## config.mk

```make
export PLATFORM = sky130hd
export DESIGN_NAME = tpu_host_ctrl
export DESIGN_NICKNAME = d
export VERILOG_FILES = /design/src/rtl/tpu_host_pkg.sv /design/src/rtl/tpu_host_ctrl.sv
export SDC_FILE = /design/constraint.sdc
export NUM_CORES = 1
export LEC_CHECK = 0
export CAP_MARGIN = 20
export CORE_ASPECT_RATIO = 1.75
export CORE_MARGIN = 4
export CORE_UTILIZATION = 31
export CTS_CLUSTER_DIAMETER = 200
export CTS_CLUSTER_SIZE = 25
export DETAILED_ROUTE_END_ITERATION = 10
export PLACE_DENSITY = 0.73
export SLEW_MARGIN = 10
export SYNTH_ARGS = -nofsm -noshare
export SYNTH_HDL_FRONTEND = slang
export SYNTH_SLANG_ARGS = --single-unit
```

## constraint.sdc

```tcl
create_clock -name clk -period 2.7 [get_ports clk]
set_input_delay 0.405 -clock clk [delete_from_list [all_inputs] [get_ports clk]]
set_output_delay 0.405 -clock clk [all_outputs]
set_load 0.05 [all_outputs]
```

## src/rtl/tpu_host_pkg.sv

```systemverilog
// Shared definitions for the TPU host controller: FSM state encoding,
// fixed TPU bus address map and a word-address helper.
package tpu_host_pkg;

    // Controller states, in the order a job walks through them
    typedef enum logic [3:0] {
        ST_IDLE    = 4'd0,
        ST_LOAD_A  = 4'd1,
        ST_LOAD_B  = 4'd2,
        ST_LOAD_C  = 4'd3,
        ST_KICK    = 4'd4,
        ST_WAIT    = 4'd5,
        ST_RD_ADDR = 4'd6,
        ST_RD_OUT  = 4'd7,
        ST_DONE    = 4'd8
    } state_t;

    // TPU bus address map (byte addresses, 8-byte words)
    localparam logic [15:0] ADDR_A_BASE = 16'h0100;
    localparam logic [15:0] ADDR_B_BASE = 16'h0200;
    localparam logic [15:0] ADDR_C_BASE = 16'h0300;
    localparam logic [15:0] ADDR_KICK   = 16'h0400;

    // log2 of the word size in bytes
    localparam int WORD_SHIFT = 3;

    // Byte address of word idx inside a region starting at base
    function automatic logic [15:0] word_addr(input logic [15:0] base,
                                              input logic [15:0] idx);
        return base + (idx << WORD_SHIFT);
    endfunction

endpackage

```

## src/rtl/tpu_host_ctrl.sv

```systemverilog
// TPU host controller: streams A, B and optionally C operand words onto the
// TPU bus, kicks the multiply, waits for the array to drain, then reads the
// 2*DIM C words back and offers them on the result stream.
//
// Handshakes: a stream word moves on a rising edge where valid and ready are
// both high. The sender holds data stable while valid is high and ready low;
// ready never depends on valid. Here in_ready is high in every load state and
// out_valid is high only in RD_OUT, with out_data held in a register.
module tpu_host_ctrl
    import tpu_host_pkg::*;
#(
    parameter int DIM         = 8,
    parameter int ADDRW       = 16,
    parameter int DATAW       = 64,
    parameter int WAIT_CYCLES = 3 * DIM
) (
    input  logic             clk,
    input  logic             rst_n,
    input  logic             start,
    input  logic             load_c,
    input  logic [DATAW-1:0] in_data,
    input  logic             in_valid,
    output logic             in_ready,
    output logic [DATAW-1:0] out_data,
    output logic             out_valid,
    input  logic             out_ready,
    output logic             busy,
    output logic             done,
    output logic [ADDRW-1:0] tpu_addr,
    output logic             tpu_r_w,
    output logic [DATAW-1:0] tpu_wdata,
    input  logic [DATAW-1:0] tpu_rdata,
    output logic [3:0]       dbg_state
);

    // Word counter must reach 2*DIM, wait counter must reach WAIT_CYCLES
    localparam int KW = $clog2(2 * DIM + 1);
    localparam int WW = (WAIT_CYCLES < 1) ? 1 : $clog2(WAIT_CYCLES + 1);

    localparam logic [KW-1:0] K_LAST_AB = KW'(DIM - 1);
    localparam logic [KW-1:0] K_LAST_C  = KW'(2 * DIM - 1);
    localparam logic [WW-1:0] W_LAST    = WW'(WAIT_CYCLES - 1);

    state_t           r_state;
    logic             r_load_c;
    logic [KW-1:0]    r_k;
    logic [WW-1:0]    r_wait;
    logic [DATAW-1:0] r_out_data;

    logic             w_is_load;
    logic             w_beat;
    logic [15:0]      w_base;
    logic [15:0]      w_word_addr;

    // Region base for the current state and the address of word k in it
    always_comb begin
        w_base = ADDR_A_BASE;
        case (r_state)
            ST_LOAD_B:                        w_base = ADDR_B_BASE;
            ST_LOAD_C, ST_RD_ADDR, ST_RD_OUT: w_base = ADDR_C_BASE;
            default:                          w_base = ADDR_A_BASE;
        endcase
        w_word_addr = word_addr(w_base, 16'(r_k));
    end

    assign w_is_load = (r_state == ST_LOAD_A) || (r_state == ST_LOAD_B) ||
                       (r_state == ST_LOAD_C);
    assign w_beat    = w_is_load && in_valid;

    // Job sequencer: state, word counter, wait counter, latched load_c, read data
    always_ff @(posedge clk or negedge rst_n) begin
        if (!rst_n) begin
            r_state    <= ST_IDLE;
            r_load_c   <= 1'b0;
            r_k        <= '0;
            r_wait     <= '0;
            r_out_data <= '0;
        end else begin
            case (r_state)
                ST_IDLE: begin
                    if (start) begin
                        r_load_c <= load_c;
                        r_k      <= '0;
                        r_state  <= ST_LOAD_A;
                    end
                end
                ST_LOAD_A: begin
                    if (in_valid) begin
                        if (r_k == K_LAST_AB) begin
                            r_k     <= '0;
                            r_state <= ST_LOAD_B;
                        end else begin
                            r_k <= r_k + KW'(1);
                        end
                    end
                end
                ST_LOAD_B: begin
                    if (in_valid) begin
                        if (r_k == K_LAST_AB) begin
                            r_k     <= '0;
                            r_state <= r_load_c ? ST_LOAD_C : ST_KICK;
                        end else begin
                            r_k <= r_k + KW'(1);
                        end
                    end
                end
                ST_LOAD_C: begin
                    if (in_valid) begin
                        if (r_k == K_LAST_C) begin
                            r_k     <= '0;
                            r_state <= ST_KICK;
                        end else begin
                            r_k <= r_k + KW'(1);
                        end
                    end
                end
                ST_KICK: begin
                    r_wait  <= '0;
                    r_state <= ST_WAIT;
                end
                ST_WAIT: begin
                    if (r_wait == W_LAST) begin
                        r_wait  <= '0;
                        r_k     <= '0;
                        r_state <= ST_RD_ADDR;
                    end else begin
                        r_wait <= r_wait + WW'(1);
                    end
                end
                ST_RD_ADDR: begin
                    r_out_data <= tpu_rdata;
                    r_state    <= ST_RD_OUT;
                end
                ST_RD_OUT: begin
                    if (out_ready) begin
                        if (r_k == K_LAST_C) begin
                            r_k     <= '0;
                            r_state <= ST_DONE;
                        end else begin
                            r_k     <= r_k + KW'(1);
                            r_state <= ST_RD_ADDR;
                        end
                    end
                end
                ST_DONE: begin
                    r_load_c <= 1'b0;
                    r_state  <= ST_IDLE;
                end
                default: begin
                    r_state <= ST_IDLE;
                end
            endcase
        end
    end

    // Bus drive: write beats, the kick write and C reads; idle value elsewhere
    always_comb begin
        tpu_addr  = '0;
        tpu_r_w   = 1'b0;
        tpu_wdata = '0;
        if (w_beat) begin
            tpu_r_w   = 1'b1;
            tpu_addr  = ADDRW'(w_word_addr);
            tpu_wdata = in_data;
        end else if (r_state == ST_KICK) begin
            tpu_r_w  = 1'b1;
            tpu_addr = ADDRW'(ADDR_KICK);
        end else if ((r_state == ST_RD_ADDR) || (r_state == ST_RD_OUT)) begin
            tpu_addr = ADDRW'(w_word_addr);
        end
    end

    assign in_ready  = w_is_load;
    assign out_valid = (r_state == ST_RD_OUT);
    assign out_data  = r_out_data;
    assign busy      = (r_state != ST_IDLE) && (r_state != ST_DONE);
    assign done      = (r_state == ST_DONE);
    assign dbg_state = r_state;

endmodule
```

# --- Word-level counts from Yosys, hierarchy flattened ---
# Index checks and enable logic that the tools add are counted.
totals:
  regBits: 79
  inputBits: 134
classes:
  addsub: 3
  n_eq_ne: 22
  mux: 31
  n_reduce_logical: 15
op_table:
  columns: ["op", "n"]
  rows:
  - ["$mux 64", 1]
  - ["$mux 16", 3]
  - ["$mux 4", 10]
  - ["$mux 5", 8]
  - ["$pmux 4 s8", 1]
  - ["$pmux 5 s5", 1]
  - ["$pmux 10 s2", 1]
  - ["$add 16x8->16", 1]
  - ["$eq 4x3->1 const B", 4]
  - ["$add 5x1->5 const B", 2]
  - ["$ne 2x1->1 const B", 5]
  - ["$ne 2x2->1 const B", 5]
  - ["$pmux 5 s2", 1]
  - ["$reduce_and 9->1", 1]
  - ["$eq 4x2->1 const B", 2]
  - ["$reduce_and 6->1", 1]
  - ["$eq 5x3->1 const B", 1]
  - ["$eq 5x4->1 const B", 1]
  - ["$eq 5x5->1 const B", 1]
  - ["$reduce_bool 5->1", 1]
  - ["$eq 4x1->1 const B", 1]
  - ["$eq 4x4->1 const B", 1]
  - ["$logic_not 4->1", 1]
  - ["$ne 4x4->1 const B", 1]
  - ["other kinds (10)", 16]

# --- Longest topological paths before layout ---
# Gate-level depths: netlist (run 1).
depth:
  depth_word: 7
  mapped_depth: 8
  mapped_depth_nobuf: 8

# --- Worst setup path before layout (run 1) ---
# Ideal clock, no wire load.
synth_path:
  path_type: "reg-to-output"
  from: "register r_state[0], in the netlist dbg_state[0]"
  to: "output tpu_r_w"
  arrival_time_ns: 2.602
  slack_ns: -0.307
  stages_incl_launch_ff: 5
  n_path_buf: 2
  path_cell_list: "dfrtp_1 > buf_2 > clkbuf_1 > nor3_1 > or2_2"
synth_via:
  elab_chain_cells: 5
  elab_cells_between_ends: 9
synth_lines:
  columns: ["item", "line_no", "source"]
  rows:
  - ["from (decl)", "tpu_host_ctrl.sv:44", "state_t r_state;"]
  - ["from (signal assigned)", "tpu_host_ctrl.sv:101", "r_state <= r_load_c ? ST_LOAD_C : ST_KICK;"]
  - ["$eq 4x1->1 / $eq 4x2->1 (equally long branches)", "tpu_host_ctrl.sv:66", "assign w_is_load = (r_state == ST_LOAD_A) || (r_state == ST_LOAD_B) ||"]
  - ["$logic_or 1x1->1 (2 in a row)", "tpu_host_ctrl.sv:66", null]
  - ["$logic_and 1x1->1", "tpu_host_ctrl.sv:68", "assign w_beat = w_is_load && in_valid;"]
  - ["$mux 1 *", "tpu_host_ctrl.sv:161", "if (w_beat) begin"]
  - ["to (decl)", "tpu_host_ctrl.sv:30", "output logic tpu_r_w,"]
# Mark *: on every way between the ends. The rest lies on a longest branch, timed or not.

# --- Final worst setup path (run 1) ---
layout_path:
  from: "register r_state[1], in the netlist dbg_state[1]"
  to: "output busy"
layout_via:
  elab_chain_cells: 2
  elab_cells_between_ends: 3
layout_lines:
  columns: ["item", "line_no", "source"]
  rows:
  - ["$ne 4x4->1 / $reduce_bool 4->1 (equally long branches)", "tpu_host_ctrl.sv:176", "assign busy = (r_state != ST_IDLE) && (r_state != ST_DONE);"]
  - ["$logic_and 1x1->1 *", "tpu_host_ctrl.sv:176", null]
  - ["to (decl)", "tpu_host_ctrl.sv:27", "output logic busy,"]
# Marks and branches as above.

==> flow_metrics.env, run 1 <==
export IMPL_grt_antenna_before_repair=1
export IMPL_diodes=0
export IMPL_io_pins=287
export IMPL_die_h_um=158
export IMPL_report_final_slew_viol_count=0
export IMPL_p_total_w=0.00999
export IMPL_dp_hpwl_um=13300
export IMPL_fmax_mhz=406
export IMPL_ys_ff_latch=79
export IMPL_route_met3_wl_um=2060
export IMPL_ys_seq_area_frac=0.493
export IMPL_synth_edf_count=0
export IMPL_routabilityCongestion=0.959
export IMPL_synth_area_um2=4010
export IMPL_row_count=54
export IMPL_place_worst_setup_slack_ns=0.292
export IMPL_fillCellCount=1015
export IMPL_clock_latency_ns=0.33
export IMPL_ys_flop_type="dfrtp_1"
export IMPL_clock_sinks=79
export IMPL_synth_avg_cell_area_um2=11.0
export IMPL_vias=3961
export IMPL_critPathKind="reg -> out"
export IMPL_firstDrtPassIters=4
export IMPL_drv_cap=0
export IMPL_slew_headroom=0.353
export IMPL_grt_pass1_vias=4322
export IMPL_initial_utilization=0.319
export IMPL_critPathLaunchType="flop"
export IMPL_htree_levels=3
export IMPL_layout_min_cycle_time_ns=2.46
export IMPL_multi_input_area_um2=1850
export IMPL_ys_warn_count=0
export IMPL_cts_root_buf="clkbuf_16"
export IMPL_worst_ep_required_time_ns=2.30
export IMPL_grt_overflow=0
export IMPL_startpoint="dbg_state[1]"
export IMPL_clock_skew_final_ns=0.0116
export IMPL_cp_max_fo=11
export IMPL_core_area_um2=12600
export IMPL_tightest_slew_ns=0.970
export IMPL_die_area_um2=14900
export IMPL_routedWlPerCell_um=19.5
export IMPL_drt_iter0_markers=152
export IMPL_grt_pass1_wl_um=23800
export IMPL_reg2reg_from="r_k[0]"
export IMPL_wl_um=15700
export IMPL_worstPathArrival_ns=2.06
export IMPL_portBuffers=278
export IMPL_cts_buffer_depth=2
export IMPL_drt_met1_wl_um=5170
export IMPL_nNetsFinal=772
export IMPL_fp_dieW_um=94.0
export IMPL_run_status="finished, final reports clean"
export IMPL_drc=0
export IMPL_worst_slack_ns=0.238
export IMPL_wl_met2_um=8140
export IMPL_synthCells=364
export IMPL_numCtsBuffers=9
export IMPL_cts_tree="built"
export IMPL_min_path_type="in -> async"
export IMPL_drive_gt1_frac=0.269
export IMPL_end_kind="primary output"
export IMPL_antenna_left=0
export IMPL_setup_viol=0
export IMPL_regArea_um2=1980
export IMPL_cts_resized=0
export IMPL_grtUsageTotal=0.211
export IMPL_clkTransAtPathRegs_ns=0.07
export IMPL_hold_violations=0
export IMPL_synth_cell_type_count=43
export IMPL_grt_setup_unrepaired="no"
export IMPL_power_leakage_nw=3.51
export IMPL_synthToLayoutAreaGrowth_pct=98.3
export IMPL_setup_tns_ns=0
export IMPL_cts_setup_buffers=0
export IMPL_powerDensity_nw_per_um2=1260
export IMPL_cts_hold_buffers=0
export IMPL_layoutNonFillerInstCount=807
export IMPL_post_route_period_util=0.912
export IMPL_vias_per_cell=4.91
export IMPL_async_flop_share=1.00
export IMPL_dp_cells=791
export IMPL_grt_max_degree=80
export IMPL_top_layer_used="met5"
export IMPL_ir_drop_mv=0.639
## cell families (layout without fill, tap and decap cells)
family | Yosys count | count (layout) | share of synthesized area
AND/OR/NAND/NOR | 137 | 137 | 0.200
buffers and inverters | 43 | 311 | 0.0543
adder cells (fa/ha/maj) | 4 | 4 | 0.0125
other | 1 | 8 | 0.000936
flip-flops | 79 | 79 | 0.493
multiplexers | 66 | 66 | 0.185
AO/OA/AOI/OAI | 34 | 34 | 0.0540
## final cells by class
type | instances | area share
Tap cell | 168 | 0.0264
Sequential cell | 79 | 0.249
Clock buffer | 11 | 0.0305
Multi-Input combinational cell | 249 | 0.233
Inverter | 8 | 0.00378
Timing Repair Buffer | 287 | 0.449
Clock inverter | 5 | 0.00803
## where the power goes
part | switching, W | total (W) | internal [W]
Sequential | 0.000354 | 0.00208 | 0.00173
Clock | 0.000476 | 0.00123 | 0.000749
Combinational | 0.00405 | 0.00668 | 0.00263
## stage by stage
stage,hold WS (ns),utilization,area [um^2]
global route,0.317,0.632,7950
global placement,0.472,0.608,7640
CTS,0.262,0.632,7940
detailed placement,0.483,0.608,7640
finish,0.239,0.632,7950
floorplan,0.109,-,4040
## critical path: stages, from the launching register on
cell,delay [ns]
dfrtp_1,0.50
or3_1,0.48
clkdlybuf4s50_1,0.74
## path summary, 6_finish.rpt
| kind | endpoint | cells past startpoint | slack (ns) |
|---|---|---|---|
| setup / recovery | busy | 2 | 0.24 |
| hold / removal | out_data[7] | 1 | 0.24 |
| setup reg to reg | dbg_state[3] | 8 | 0.53 |
| hold reg to reg | out_data[20] | 1 | 0.49 |
| max in group asynchronous | out_data[31] | 1 | 1.84 |
| min in group clk | out_data[20] | 1 | 0.49 |
## sequential cells by signal, summed over array words and instances, names as in the netlist
| signal | cells |
|---|---|
| out_data | 64 |
| r_k | 5 |
| r_wait | 5 |
| dbg_state | 4 |
| r_load_c | 1 |
## cell usage after synthesis, types with 2 or more instances
master,instances,area share
a211oi_1,2,0.0037
buf_2,9,0.011
ha_1,4,0.012
o21ai_0,12,0.015
nor2b_1,6,0.0094
nor4b_1,2,0.0044
a21oi_1,7,0.0087
o22ai_1,2,0.0031
inv_1,6,0.0056
o31ai_1,2,0.0037
nor3_1,5,0.0062
or3_1,2,0.0031
mux2_2,59,0.17
buf_6,2,0.0056
buf_4,8,0.015
mux2i_1,2,0.0050
mux2_1,5,0.014
nor2_1,10,0.0094
nand2b_1,2,0.0031
or4_1,2,0.0037
inv_2,2,0.0019
clkbuf_1,16,0.015
nand3_1,6,0.0075
nor3b_1,2,0.0037
o211ai_1,3,0.0056
nand2_1,25,0.023
dfrtp_1,79,0.49
and3_1,67,0.10
## layout by cell type, fill, tap and decap left out, drive strengths merged, types with 2 or more instances in the layout
cell / count
mux2: 64
or4: 2
clkdlybuf4s50: 201
nor2b: 6
or3: 2
nor3: 6
o211ai: 4
nand3: 6
inv: 10
nand2: 25
a21oi: 8
nand2b: 2
o31ai: 2
buf: 86
a211oi: 2
nor3b: 2
clkbuf: 11
and3: 67
ha: 4
o21ai: 12
nor2: 11
mux2i: 2
nor4b: 2
dfrtp: 79
o22ai: 2
conb: 8
## metal layers
metal	up-vias	track usage
li1	1813	-
met1	1870	0.215
met2	252	0.377
met3	24	0.100
met4	2	0.0689
met5	-	0
No activity file was read; power rests on OpenSTA's default activity.
==> run 2: changes to the inputs <==
CELL_PAD_IN_SITES_DETAIL_PLACEMENT = 2   (was default)
CELL_PAD_IN_SITES_GLOBAL_PLACEMENT = 2   (was default)
CORE_UTILIZATION = 19   (was 31)
HOLD_SLACK_MARGIN = 0.05   (was default)
PLACE_DENSITY = default   (was 0.73)
PLACE_DENSITY_LB_ADDON = 0.1   (was default)
==> flow_metrics.env, run 2 (synthesis gave the netlist of run 1 again) <==
export IMPL_clkTransAtPathRegs_ns=0.06
export IMPL_reg2reg_from="r_k[0]"
export IMPL_end_kind="primary output"
export IMPL_largest_register_ffs=64
export IMPL_nNetsFinal=772
export IMPL_fillCellCount=2191
export IMPL_wl_um=17400
export IMPL_grtUsageTotal=0.146
export IMPL_layout_commonest_cell="clkdlybuf4s50_1"
export IMPL_drc=0
export IMPL_cts_resized=1
export IMPL_drt_iter0_markers=159
export IMPL_initial_utilization=0.192
export IMPL_worstPathCellList="buf_4 > nor2_1 > nor3_2 > and2_1 > a21oi_2 > nor2b_1 > buf_12"
export IMPL_grt_pass1_wl_um=27300
export IMPL_antenna_left=0
export IMPL_report_final_slew_viol_count=0
export IMPL_grt_setup_unrepaired="no"
export IMPL_startpoint="dbg_state[1]"
export IMPL_run_status="finished, final reports clean"
export IMPL_min_path_type="in -> async"
export IMPL_cts_tree="built"
export IMPL_critical_path_top_delay_family="simple AND/OR/NAND/NOR gates"
export IMPL_cts_setup_buffers=0
export IMPL_row_count=70
export IMPL_drive_gt1_frac=0.272
export IMPL_core_area_um2=20800
export IMPL_worst_ep_required_time_ns=2.30
export IMPL_drv_cap=0
export IMPL_dp_hpwl_um=14400
export IMPL_post_route_period_util=0.925
export IMPL_critPathLaunchType="flop"
export IMPL_portBuffers=278
export IMPL_dp_cells=875
export IMPL_firstDrtPassIters=4
export IMPL_grt_overflow=0
export IMPL_cts_root_buf="clkbuf_16"
export IMPL_grt_antenna_before_repair=0
export IMPL_layoutNonFillerInstCount=891
export IMPL_reg2reg_to="dbg_state[3]"
export IMPL_routedWlPerCell_um=19.5
export IMPL_cts_buffer_depth=2
export IMPL_critPathKind="reg -> out"
export IMPL_power_leakage_nw=3.54
export IMPL_io_pins=287
export IMPL_cp_max_fo=11
export IMPL_worstRegToRegCells=8
export IMPL_setup_viol=0
export IMPL_cts_hold_buffers=0
export IMPL_numCtsBuffers=9
export IMPL_fp_dieW_um=118
export IMPL_cp_depth=7
export IMPL_vias_per_cell=4.48
export IMPL_powerDensity_nw_per_um2=1250
export IMPL_die_area_um2=23600
export IMPL_clock_latency_ns=0.33
export IMPL_hold_violations=0
export IMPL_tightest_slew_ns=0.736
export IMPL_worstPathArrival_ns=2.09
export IMPL_slew_headroom=0.509
export IMPL_max_stage_delay_ns=0.46
export IMPL_diodes=0
export IMPL_vias=3990
export IMPL_clock_sinks=79
export IMPL_routabilityCongestion=0.763
export IMPL_fmax_mhz=401
export IMPL_htree_levels=3
export IMPL_clock_skew_final_ns=0.00453
export IMPL_path_buf_inv=2
export IMPL_cp_endpoint="tpu_addr[5]"
export IMPL_die_h_um=200
export IMPL_synthToLayoutAreaGrowth_pct=103
export IMPL_crit_slowest_cell="dfrtp_1"
export IMPL_setup_tns_ns=0
export IMPL_reg2reg_slack_ns=0.46
export IMPL_final_cell_mix="200 x clkdlybuf4s50_1, 79 x dfrtp_1, 77 x buf_12, 67 x and3_1, 59 x mux2_2"
export IMPL_ir_drop_mv=0.439
export IMPL_grt_max_degree=66
export IMPL_layout_min_cycle_time_ns=2.50
export IMPL_grt_pass1_vias=4641
==> run 2: through the flow <==
stage	area [um^2]	utilization	hold WS (ns)	setup WS (ns)	total power, W
floorplan	4040	-	0.109	0.0397	0.00606
global placement	7790	0.374	0.469	0.194	0.00881
detailed placement	7790	0.374	0.481	0.147	0.00897
CTS	8130	0.390	0.144	0.139	0.0104
global route	8130	0.390	0.149	0.0182	0.0107
finish	8130	0.390	0.0988	0.203	0.0102
==> run 2: worst register-to-register path, delay by kind of cell (launching register included) <==
family | cells | cell delay (ns)
simple gates | 4 | 0.58
compound gates | 2 | 0.60
fa+ha+maj | 2 | 0.53
flops | 1 | 0.42
==> run 2: routing by layer <==
layer / track usage / part of all wire / wire length [um]
met1: 0.143 / 0.35 / 6070
met2: 0.278 / 0.54 / 9380
met5: 0 / 0 / 0
met4: 0.0423 / 0.013 / 226
met3: 0.0613 / 0.096 / 1670
==> run 2: final cells by class <==
cell class                 instances  area [um^2]  area share
clock inverter                     5         80.1     0.00985
inverter                           8         30.0     0.00370
sequential                        79         1980       0.243
clock buffer                      11          253      0.0311
tap                              252          315      0.0388
timing repair buffer             287         3620       0.445
multi-input combinational        249         1850       0.228
==> run 2: worst min path at each step <==
stage | start | slack, ns | to | cells after the start
final | rst_n | 0.1 | out_data[16] | 1
after global routing | rst_n | 0.15 | out_data[16] | 1
after CTS | rst_n | 0.14 | out_data[16] | 1
after detailed placement | out_data[19] | 0.48 | out_data[19] | 1
after global placement | out_data[22] | 0.47 | out_data[22] | 1
after floorplan | rst_n | 0.11 | dbg_state[0] | 0
==> run 2: where the power goes <==
part / switching, W / leakage [nW] / internal [W] / total, W
Clock: 0.000488 / 0.158 / 0.000858 / 0.00135
Sequential: 0.000337 / 0.977 / 0.00173 / 0.00207
Combinational: 0.00412 / 2.40 / 0.00265 / 0.00677
==> run 3: changes to the inputs <==
CAP_MARGIN = 0   (was 20)
CORE_UTILIZATION = 31   (was 19)
DONT_BUFFER_PORTS = 1   (was default)
==> flow_metrics.env, run 3 (synthesis gave the netlist of run 1 again) <==
export IMPL_dp_cells=587
export IMPL_critical_path_top_delay_family="buffers and inverters"
export IMPL_min_path_type="in -> reg"
export IMPL_wl_um=13800
export IMPL_core_area_um2=12600
export IMPL_io_pins=287
export IMPL_critPathKind="reg -> out"
export IMPL_clock_sinks=79
export IMPL_firstDrtPassIters=4
export IMPL_portBuffers=0
export IMPL_p_total_w=0.00868
export IMPL_initial_utilization=0.319
export IMPL_grt_max_degree=80
export IMPL_power_leakage_nw=2.69
export IMPL_setup_tns_ns=0
export IMPL_vias=3150
export IMPL_tightest_slew_ns=0.556
export IMPL_switching_share=0.535
export IMPL_clock_skew_final_ns=0.00517
export IMPL_grt_antenna_before_repair=1
export IMPL_cts_setup_buffers=0
export IMPL_report_final_slew_viol_count=0
export IMPL_p_comb_frac=0.418
export IMPL_routabilityCongestion=0.776
export IMPL_synthToLayoutAreaGrowth_pct=44.4
export IMPL_p_int_w=0.00404
export IMPL_run_status="finished, final reports clean"
export IMPL_end_kind="primary output"
export IMPL_layout_commonest_cell="dfrtp_1"
export IMPL_cts_resized=0
export IMPL_cts_root_buf="clkbuf_16"
export IMPL_worstPathCellList="nor3_2 > buf_4 > and3_1 > buf_12"
export IMPL_htree_levels=3
export IMPL_power_clock_fraction=0.142
export IMPL_drc=0
export IMPL_worst_ep_required_time_ns=2.30
export IMPL_row_count=54
export IMPL_grt_pass1_wl_um=20900
export IMPL_post_route_period_util=0.922
export IMPL_pwr_share_seq=0.440
export IMPL_numCtsBuffers=9
export IMPL_antenna_left=0
export IMPL_routedWlPerCell_um=22.8
export IMPL_clkTransAtPathRegs_ns=0.05
export IMPL_slew_headroom=0.630
export IMPL_clock_latency_ns=0.33
export IMPL_grt_pass1_vias=3685
export IMPL_drt_iter0_markers=108
export IMPL_fp_dieW_um=94.0
export IMPL_dp_hpwl_um=11200
export IMPL_cts_buffer_depth=2
export IMPL_drive_gt1_frac=0.386
export IMPL_drv_cap=0
export IMPL_cp_max_fo=65
export IMPL_fmax_mhz=402
export IMPL_max_stage_delay_ns=0.54
export IMPL_grt_overflow=0
export IMPL_p_switching_w=0.00464
export IMPL_grt_setup_unrepaired="no"
export IMPL_path_buf_inv=2
export IMPL_critPathLaunchType="flop"
export IMPL_grtUsageTotal=0.184
export IMPL_powerDensity_nw_per_um2=1500
export IMPL_worstPathArrival_ns=2.08
export IMPL_die_area_um2=14900
export IMPL_layoutNonFillerInstCount=604
export IMPL_crit_slowest_cell="dfrtp_1"
export IMPL_ir_drop_mv=0.491
export IMPL_setup_viol=0
export IMPL_vias_per_cell=5.22
export IMPL_cts_tree="built"
export IMPL_layout_min_cycle_time_ns=2.49
export IMPL_die_h_um=158
export IMPL_largest_register_ffs=64
export IMPL_nNetsFinal=570
export IMPL_hold_violations=0
export IMPL_final_cell_mix="79 x dfrtp_1, 67 x and3_1, 60 x buf_12, 59 x mux2_2, 25 x nand2_1"
run 3: final cells by class:
cell class | instances | area (um^2)
fillers | 1288 | 6780
flip-flops and latches | 79 | 1980
multi-input cells | 249 | 1850
repair buffers | 85 | 1410
clock buffers | 10 | 229
well taps | 168 | 210
clock inverters | 4 | 72.6
inverters | 8 | 30.0
diodes | 1 | 2.50
run 3: power by group through the flow:
stage                     clock network [W]  logic (W)  registers (W)
after floorplan                           0    0.00232        0.00375
after global placement                    0    0.00354        0.00383
after detailed placement                  0    0.00364        0.00388
after CTS                           0.00128    0.00368        0.00385
after global routing                0.00134    0.00389        0.00390
final                               0.00123    0.00362        0.00382
run 3: path summary, 6_finish.rpt:
| kind | start | end | slack, ns | depth (start not counted) |
|---|---|---|---|---|
| worst max-delay path | dbg_state[2] | tpu_wdata[37] | 0.21 | 4 |
| worst max register to register | r_k[0] | dbg_state[3] | 0.51 | 8 |
| worst min register to register | r_wait[1] | r_wait[1] | 0.52 | 2 |
| worst min-delay path | tpu_rdata[20] | out_data[20] | 0.21 | 1 |
| max in group asynchronous | rst_n | out_data[36] | 1.72 | 2 |
| min in group asynchronous | rst_n | out_data[19] | 0.63 | 2 |
run 3: metrics by stage:
| step | hold WS (ns) | setup slack (ns) | util | cell area (um^2) |
|---|---|---|---|---|
| global route | 0.195 | 0.0330 | 0.460 | 5790 |
| floorplan | 0.109 | 0.0397 | - | 4040 |
| finish | 0.208 | 0.210 | 0.460 | 5790 |
| global placement | 0.111 | 0.546 | 0.433 | 5450 |
| detailed placement | 0.111 | 0.522 | 0.433 | 5450 |
| CTS | 0.192 | 0.165 | 0.460 | 5780 |
run 3: layer usage:
metal / up-vias / routed length (um) / share of wire / global-route usage
met5: - / 0 / 0 / 0
met4: 0 / 222 / 0.016 / 0.0613
met3: 13 / 1420 / 0.10 / 0.0714
met2: 197 / 7770 / 0.56 / 0.354
met1: 1526 / 4360 / 0.32 / 0.174
li1: 1414 / - / - / -
run 3: timing repair:
action / 4_1_cts / 5_1_grt
hold buffers: 2 / 0
hold endpoints to repair: 79 / 0
endpoints found under the setup margin: 0 / 0
